`config.mk`:
```
export PLATFORM = sky130hd
export DESIGN_NAME = mem_ctrl
export DESIGN_NICKNAME = d
export VERILOG_FILES = /design/src/rtl/mem_ctrl.sv
export SDC_FILE = /design/constraint.sdc
export NUM_CORES = 1
export LEC_CHECK = 0
export CORE_MARGIN = 5
export CORE_UTILIZATION = 39
export CTS_BUF_LIST = sky130_fd_sc_hd__clkbuf_4 sky130_fd_sc_hd__clkbuf_8 sky130_fd_sc_hd__clkbuf_16
export DETAILED_ROUTE_END_ITERATION = 6
export PLACE_DENSITY = 0.71
export RECOVER_POWER = 50
export SYNTH_ARGS = -nofsm -noshare
export SYNTH_HDL_FRONTEND = slang
export SYNTH_SLANG_ARGS = --single-unit
export TNS_END_PERCENT = 50
```
`constraint.sdc`:
```
create_clock -name clk_in -period 20 [get_ports clk_in]
set_input_delay 4 -clock clk_in [delete_from_list [all_inputs] [get_ports clk_in]]
set_output_delay 4 -clock clk_in [all_outputs]
set_load 0.005 [all_outputs]
```
`src/rtl/mem_ctrl.sv`:
```
// Byte-wide RAM port controller: arbitrates IF byte fetches against LSB loads/stores,
// serialising multi-byte LSB accesses into sequential byte cycles on a single-port RAM.
module mem_ctrl #(
  parameter logic [31:0] IO_BASE = 32'h0003_0000
) (
  input  logic        clk_in,
  input  logic        rst_in,
  input  logic        rdy_in,
  input  logic [7:0]  ram_din,
  output logic [7:0]  ram_dout,
  output logic [31:0] ram_a,
  output logic        ram_wr,
  input  logic        io_buffer_full,
  input  logic        clear,
  input  logic        if_access_control,
  input  logic [31:0] if_addr,
  output logic        if_access_valid,
  output logic [7:0]  if_mem_din,
  input  logic        lsb_req,
  input  logic        lsb_wr,
  input  logic [31:0] lsb_addr,
  input  logic [1:0]  lsb_len,
  input  logic [31:0] lsb_wdata,
  output logic        lsb_busy,
  output logic        lsb_done,
  output logic [31:0] lsb_rdata
);
  localparam logic [1:0] S_IDLE    = 2'd0;
  localparam logic [1:0] S_RD      = 2'd1;
  localparam logic [1:0] S_RD_WAIT = 2'd2;
  localparam logic [1:0] S_WR      = 2'd3;

  logic [1:0]  r_state, r_cnt, r_last;
  logic [31:0] r_addr, r_wdata, r_buf, r_rdata, r_prev_a;
  logic        r_done;

  logic [31:0] w_byte_a, w_a, w_rdata_fin;
  logic [7:0]  w_dout;
  logic        w_wr, w_grant, w_accept, w_io_stall, w_last;

  assign w_byte_a   = r_addr + {30'd0, r_cnt};
  assign w_io_stall = io_buffer_full && (w_byte_a >= IO_BASE);
  assign w_last     = (r_cnt == r_last);
  assign w_accept   = (r_state == S_IDLE) && lsb_req && !clear;
  assign w_grant    = (r_state == S_IDLE) && !lsb_req && !clear && if_access_control;

  always_comb begin
    w_a    = '0;
    w_wr   = 1'b0;
    w_dout = '0;
    case (r_state)
      S_IDLE: if (w_grant) w_a = if_addr;
      S_RD, S_RD_WAIT: w_a = w_byte_a;
      S_WR: begin
        w_a    = w_byte_a;
        w_dout = r_wdata[{r_cnt, 3'b000} +: 8];
        w_wr   = !w_io_stall;
      end
      default: ;
    endcase
  end

  // Final load word: buffered bytes plus the last byte arriving from RAM this cycle.
  always_comb begin
    w_rdata_fin = r_buf;
    w_rdata_fin[{r_last, 3'b000} +: 8] = ram_din;
  end

  // While frozen, keep the last driven address so RAM read data stays aligned with cnt.
  always_comb begin
    ram_a           = w_a;
    ram_wr          = w_wr;
    ram_dout        = w_dout;
    if_access_valid = w_grant;
    if (rst_in) begin
      ram_a           = '0;
      ram_wr          = 1'b0;
      ram_dout        = '0;
      if_access_valid = 1'b0;
    end else if (!rdy_in) begin
      ram_a           = r_prev_a;
      ram_wr          = 1'b0;
      if_access_valid = 1'b0;
    end
  end

  always_ff @(posedge clk_in) begin
    if (rst_in) begin
      r_state  <= S_IDLE;
      r_cnt    <= '0;
      r_done   <= 1'b0;
      r_rdata  <= '0;
      r_prev_a <= '0;
    end else if (rdy_in) begin
      r_done   <= 1'b0;
      r_prev_a <= w_a;
      case (r_state)
        S_IDLE: if (w_accept) begin
          r_cnt   <= '0;
          r_state <= lsb_wr ? S_WR : S_RD;
        end
        S_RD: begin
          if (clear)       r_state <= S_IDLE;
          else if (w_last) r_state <= S_RD_WAIT;
          else             r_cnt   <= r_cnt + 2'd1;
        end
        S_RD_WAIT: begin
          r_state <= S_IDLE;
          if (!clear) begin
            r_done  <= 1'b1;
            r_rdata <= w_rdata_fin;
          end
        end
        S_WR: if (!w_io_stall) begin
          if (w_last) begin
            r_done  <= 1'b1;
            r_state <= S_IDLE;
          end else begin
            r_cnt <= r_cnt + 2'd1;
          end
        end
        default: r_state <= S_IDLE;
      endcase
    end
  end

  // Byte k of a load is on ram_din while cnt == k+1, one cycle after its address.
  always_ff @(posedge clk_in) begin
    if (rdy_in) begin
      if (w_accept) begin
        r_addr  <= lsb_addr;
        r_wdata <= lsb_wdata;
        r_last  <= (lsb_len == 2'd0) ? 2'd0 : (lsb_len == 2'd1) ? 2'd1 : 2'd3;
        r_buf   <= '0;
      end else if ((r_state == S_RD) && (r_cnt != 2'd0)) begin
        r_buf[{r_cnt - 2'd1, 3'b000} +: 8] <= ram_din;
      end
    end
  end

  assign if_mem_din = ram_din;
  assign lsb_busy   = (r_state != S_IDLE);
  assign lsb_done   = r_done;
  assign lsb_rdata  = r_rdata;

endmodule
```
==> results of run 1 <==
## kinds of logic after synthesis
| logic type | Yosys count | share of synthesized area |
|---|---|---|
| simple gates | 326 | 0.217 |
| xor+xnor | 29 | 0.0311 |
| mux | 9 | 0.0235 |
| buf+inv | 64 | 0.0357 |
| fa+ha+maj | 14 | 0.0224 |
| compound gates | 174 | 0.140 |
| flops | 167 | 0.530 |
## area by class of cell
class                           count  area [µm²]
Clock buffer                       21         508
Timing Repair Buffer              208        2030
Sequential cell                   167        4320
Fill cell                        1890        9940
Inverter                           11        41.3
Tap cell                          275         344
Antenna cell                        2        5.00
Multi-Input combinational cell    552        3550
Clock inverter                     11        81.3
## metal layers
layer	vias up	global-route usage	wire, µm
li1	3240	-	-
met1	3119	0.262	10300
met2	238	0.305	10900
met3	40	0.0599	1840
met4	4	0.0648	600
met5	-	0	26
## critical path, cell delays in order
cell and delay, ns:
dlygate4sd3_1 0.52, clkbuf_1 1.55, clkinv_1 1.44, a221oi_1 0.58, nor3_1 0.14, clkdlybuf4s50_1 0.50
## how the worst max path moves through the flow
stage	startpoint	endpoint	slack [ns]
CTS	rdy_in	ram_a[24]	9.15
global placement	rdy_in	ram_a[27]	9.20
floorplan	clear	ram_a[13]	10.62
detailed placement	rdy_in	ram_a[24]	9.16
finish	rdy_in	ram_a[24]	7.25
global route	rdy_in	ram_a[15]	6.94
## cells in the final DEF, fill, tap and decap left out, drive strengths merged, types with 8 or more instances in the layout
cell and instances:
clkdlybuf4s50 96, nor4 9, nor2 98, a21oi 72, inv 14, nor2b 57
nand2 28, nor3 31, and2 11, mux4 8, a211oi 39, ha 13
nand4 16, nand3 31, clkbuf 26, dfxtp 69, xor2 12, o21ai 11
dlygate4sd3 100, nand2b 20, a221oi 20, edfxtp 98, xnor2 17
## registers in the layout, indices dropped and copies added, names as in the netlist
register / count
r_buf: 32
lsb_done: 1
r_prev_a: 32
r_last: 2
r_addr: 32
r_cnt: 2
r_state: 2
lsb_rdata: 32
r_wdata: 32
## Yosys cell counts (3+ instances only)
library cell and count:
clkbuf_1 37, and3_1 7, nor2_1 98, a21oi_1 72, o22ai_1 3, inv_1 9
nor3b_1 3, nor2b_1 57, nor4_1 6, ha_1 13, dfxtp_1 69, o21ai_0 11
nand3_1 30, and4_1 5, and2_1 11, a221oi_1 20, nand2_1 28, mux4_2 8
xnor2_1 17, a211oi_1 39, a311oi_1 3, xor2_1 12, edfxtp_1 98, buf_4 11
nor3_1 29, o211ai_1 3, a22oi_1 7, nand2b_1 20, o21a_1 3, nand4_1 15
## metrics by stage
stage | instance area, µm² | worst slack [ns] | hold slack (ns) | cells | utilization
detailed placement | 10300 | 9.16 | 0.474 | 1213 | 0.496
finish | 10900 | 7.25 | 0.480 | 1247 | 0.523
floorplan | 8160 | 10.62 | 0.474 | 783 | -
global route | 10900 | 6.94 | 0.505 | 1247 | 0.523
CTS | 10900 | 9.15 | 0.484 | 1245 | 0.524
global placement | 10300 | 9.20 | 0.475 | 1213 | 0.496
## power breakdown
| part | internal [µW] | switching (µW) |
|---|---|---|
| clock | 184 | 143 |
| sequential | 379 | 7.64 |
| combinational | 45.7 | 44.5 |
| total | 609 | 195 |
==> results.txt, run 1 <==
hold path cells -> 2
DRC -> 0
worst slew pin tran -> 2.18 ns
WHS Endpoint -> r_prev_a[1]
Mapped Cells -> 783
IO Pins -> 198
Starting Density -> 0.392
cell accounting for the most synthesized area -> edfxtp_1
grt ovf -> 0
post-DP HPWL -> 17500 µm
Clock Latency Late Sink -> 0.42 ns
count of final setup violators -> 0
#FFs+latches synth -> 167
H-tree depth -> 4
WP data required -> 16.00 ns
Critical Path End Type -> primary output
Final Net Count -> 1085
CTS tree -> done
Synth cell types -> 59
achievable frequency -> 0.0784 GHz
maxcap violations -> 4
FFs w/ async S/R, synth -> 0
TNS Setup -> 0 ns
Avg Cell Area, Syn -> 10.4 µm²
CP Class -> input port to primary output
Vias -> 6641
overall power -> 805 µW
pwr dens -> 73.9 nW/µm²
Die X -> 155 µm
failing checks -> capacitance limit, slew limit
crit path time final -> 12.75 ns
Final Routed Wirelength -> 23700 µm
Post-synth top flop -> edfxtp_1
worst r2r src -> r_state[0]
Final Hold Violating Endpoints -> 0
Via density -> 5.33
IO Port Bufs -> 197
Period Utilization, post-route -> 0.637
worst min path class -> flip-flop to flip-flop
share of cells above drive strength 1 -> 0.0670
r2r worst-path depth -> 8
Pre-antenna DRT Iters -> 4
die height -> 155 µm
antenna violations before repair -> 4
Yosys top cell area share -> 0.361
Clock Tree Buf Depth -> 2
FF-to-FF End -> r_buf[12]
Iter 0 DRT Violations -> 562
die area -> 23900 µm²
Synthesized Nets -> 911
Global Route Usage Sum -> 0.196
hold_sp -> r_prev_a[1]
Num CTS Buffers -> 17
Synth Cell Area -> 8160 µm²
Max VDD drop -> 0.0627 mV
DRT antenna net count -> 0
outcome -> complete, but fails checks
WP data arrival -> 8.75 ns
clk_skew -> 0.0106 ns
Num Clock Sinks -> 167
Worst R2R Setup Slack -> 15.67 ns
Area contributors post-synth -> edfxtp_1, dfxtp_1, nor2_1
Setup Fix Bufs, Post-CTS -> 0
Seq/Total Area, Yosys -> 0.530
clock transition at the registers of the reported paths -> 0.07 ns
Slew Viols, Final -> 153
Post-CTS Resized -> 0
row count -> 53
RSZ-0062 raised after global routing -> false
wire per inst -> 19.0 µm
Post-synth EDFFs -> 98
area grow syn2layout -> 33.5%
clock root buffer -> clkbuf_16
worst-path maximum fanout -> 50
number of global-route vias before repair -> 6266
core area -> 20800 µm²
routability cong. -> 0.865
YS warnings -> 0
largest net degree at the start of global routing -> 74
Slew headroom -> -0.451
hold_buf cts -> 0
P_leak -> 0.00378 µW
Critical Path Source Type -> input port
global-route wire length before repair -> 36400 µm
No activity file was read; power rests on OpenSTA's default activity.
==> run 2: changes to the inputs <==
==> constraint.sdc (replaced) <==
create_clock -name clk_in -period 12.4 [get_ports clk_in]
set_input_delay 2.48 -clock clk_in [delete_from_list [all_inputs] [get_ports clk_in]]
set_output_delay 2.48 -clock clk_in [all_outputs]
set_load 0.005 [all_outputs]
==> run 2 against run 1 <==
Compared with the run above:
- the flow still finishes with violations (capacitance limit, slew limit)
- die area stayed put
- combinational power is 62% higher
- flip-flop and latch count stayed put
- total power is 61% higher
- design area is 0.13% lower
- utilization is 0.066 points lower
- cell count is 0.16% lower
- wire length is 0.22% lower
- clock-buffer cell count is 2 lower
- non-clock buffer count stayed put
- largest power group unchanged
==> results.txt, run 2 (same netlist as run 1, synthesis figures left out) <==
Num Clock Sinks -> 167 (unchanged)
grt ovf -> 0 (unchanged)
die area -> 23900 µm² (unchanged)
worst-path maximum fanout -> 50 (unchanged)
Num CTS Buffers -> 17 (unchanged)
post-placement cell area -> 10300 µm² (unchanged)
# diodes -> 0 (-2)
routability cong. -> 0.868 (+0.24%)
Global Route Usage Sum -> 0.195 (-0.000940)
Post-CTS Resized -> 0 (unchanged)
commonest non-fill, non-tap cell in the layout -> dlygate4sd3_1
clk_skew -> 0.00830 ns (-0.00227 ns)
share of cells above drive strength 1 -> 0.0670 (unchanged)
Period Utilization, post-route -> 0.781
Final Routed Wirelength -> 23600 µm (-0.22%)
fillcell total -> 1890 (unchanged)
Starting Density -> 0.392 (unchanged)
Slew headroom -> -0.417 (+0.0341)
WP data arrival -> 7.21 ns (-1.54 ns)
outcome -> complete, but fails checks
Pre-antenna DRT Iters -> 6 (+2)
global-route wire length before repair -> 36300 µm (-0.41%)
Clock Latency Late Sink -> 0.43 ns (about the same)
P_leak -> 0.00377 µW (-0.15%)
area grow syn2layout -> 33.3%
maxcap violations -> 4 (unchanged)
Setup Fix Bufs, Post-CTS -> 0 (unchanged)
Via density -> 5.40 (+1.3%)
CTS tree -> done
IO Pins -> 198 (unchanged)
Iter 0 DRT Violations -> 555 (-1.2%)
Critical Path End Type -> primary output
worst slew pin tran -> 2.13 ns (-0.0512 ns)
most frequent cells in the layout -> dlygate4sd3_1, edfxtp_1, nor2_1, clkdlybuf4s50_1, a21oi_1
count of final setup violators -> 0 (unchanged)
Vias -> 6717 (+1.1%)
Die X -> 155 µm (unchanged)
Post-Layout Inst Area -> 10900 µm² (-0.13%)
TNS Setup -> 0 ns (unchanged)
FF/Latch Area -> 4320 µm² (unchanged)
hold_buf cts -> 0 (unchanged)
clock transition at the registers of the reported paths -> 0.07 ns (about the same)
Clock Tree Buf Depth -> 2 (unchanged)
achievable frequency -> 0.103 GHz
DRT antenna net count -> 0 (unchanged)
wire per inst -> 19.0 µm (about the same)
Final Hold Violating Endpoints -> 0 (unchanged)
pwr dens -> 119 nW/µm² (+61%)
antenna violations before repair -> 2 (-2)
footprint of the multi-input gates -> 3550 µm² (unchanged)
die height -> 155 µm (unchanged)
largest net degree at the start of global routing -> 74 (unchanged)
row count -> 53 (unchanged)
core area -> 20800 µm² (unchanged)
clock root buffer -> clkbuf_16
Critical Path Source Type -> input port
Max VDD drop -> 0.0910 mV (+45%)
DRC -> 0 (unchanged)
Util after Layout -> 0.522 (-0.000661)
worst min path class -> flip-flop to flip-flop
crit path time final -> 9.69 ns
H-tree depth -> 4 (unchanged)
Final Net Count -> 1085 (unchanged)
Slew Viols, Final -> 154 (+0.65%)
IO Port Bufs -> 197 (unchanged)
RSZ-0062 raised after global routing -> false
post-DP HPWL -> 17300 µm (-0.79%)
failing checks -> capacitance limit, slew limit
CP Class -> input port to primary output
number of global-route vias before repair -> 6302 (+0.57%)
WP data required -> 9.92 ns (-6.08 ns)
[run 2: critical path, cell delays in order]
cell and delay, ns:
dlygate4sd3_1 0.52, clkbuf_1 1.51, clkinv_1 1.44, a221oi_1 0.59, nor3_1 0.14, clkdlybuf4s50_1 0.50
[run 2: worst paths after layout]
| kind | depth (start not counted) | end | slack [ns] | start |
|---|---|---|---|---|
| worst max-delay path | 6 | ram_a[24] | 2.71 | rdy_in |
| worst min-delay path | 2 | r_prev_a[7] | 0.48 | r_prev_a[7] |
| worst max register to register | 8 | r_buf[10] | 7.99 | r_state[0] |
| worst min register to register | 2 | r_prev_a[7] | 0.48 | r_prev_a[7] |
[run 2: final cells by class]
type / instances / area share
Sequential cell: 167 / 0.398
Timing Repair Buffer: 208 / 0.187
Multi-Input combinational cell: 552 / 0.327
Inverter: 11 / 0.00380
Clock inverter: 13 / 0.00967
Clock buffer: 19 / 0.0437
Tap cell: 275 / 0.0316
[run 2: power by group]
group / internal [µW] / total [µW] / switching [µW]
sequential: 612 / 624 / 12.3
clock: 286 / 525 / 239
combinational: 73.7 / 146 / 72.1
total: 972 / 1290 / 323
[run 2: layer usage]
| layer | global-route usage | vias up | routed length (µm) | share of wire |
|---|---|---|---|---|
| met5 | 0 | - | 19 | 0.00081 |
| met4 | 0.0580 | 4 | 550 | 0.023 |
| met3 | 0.0607 | 37 | 2030 | 0.086 |
| met2 | 0.301 | 297 | 10800 | 0.46 |
| met1 | 0.265 | 3139 | 10200 | 0.43 |
| li1 | - | 3240 | - | - |
[run 2: per-stage QoR]
| step | hold slack (ns) | power [µW] | instances | setup slack [ns] |
|---|---|---|---|---|
| after floorplan | 0.474 | 703 | 783 | 4.60 |
| after global placement | 0.475 | 785 | 1213 | 4.64 |
| after detailed placement | 0.475 | 787 | 1213 | 4.56 |
| after CTS | 0.484 | 1310 | 1245 | 4.53 |
| after global routing | 0.499 | 1350 | 1245 | 2.32 |
| final | 0.483 | 1290 | 1245 | 2.71 |
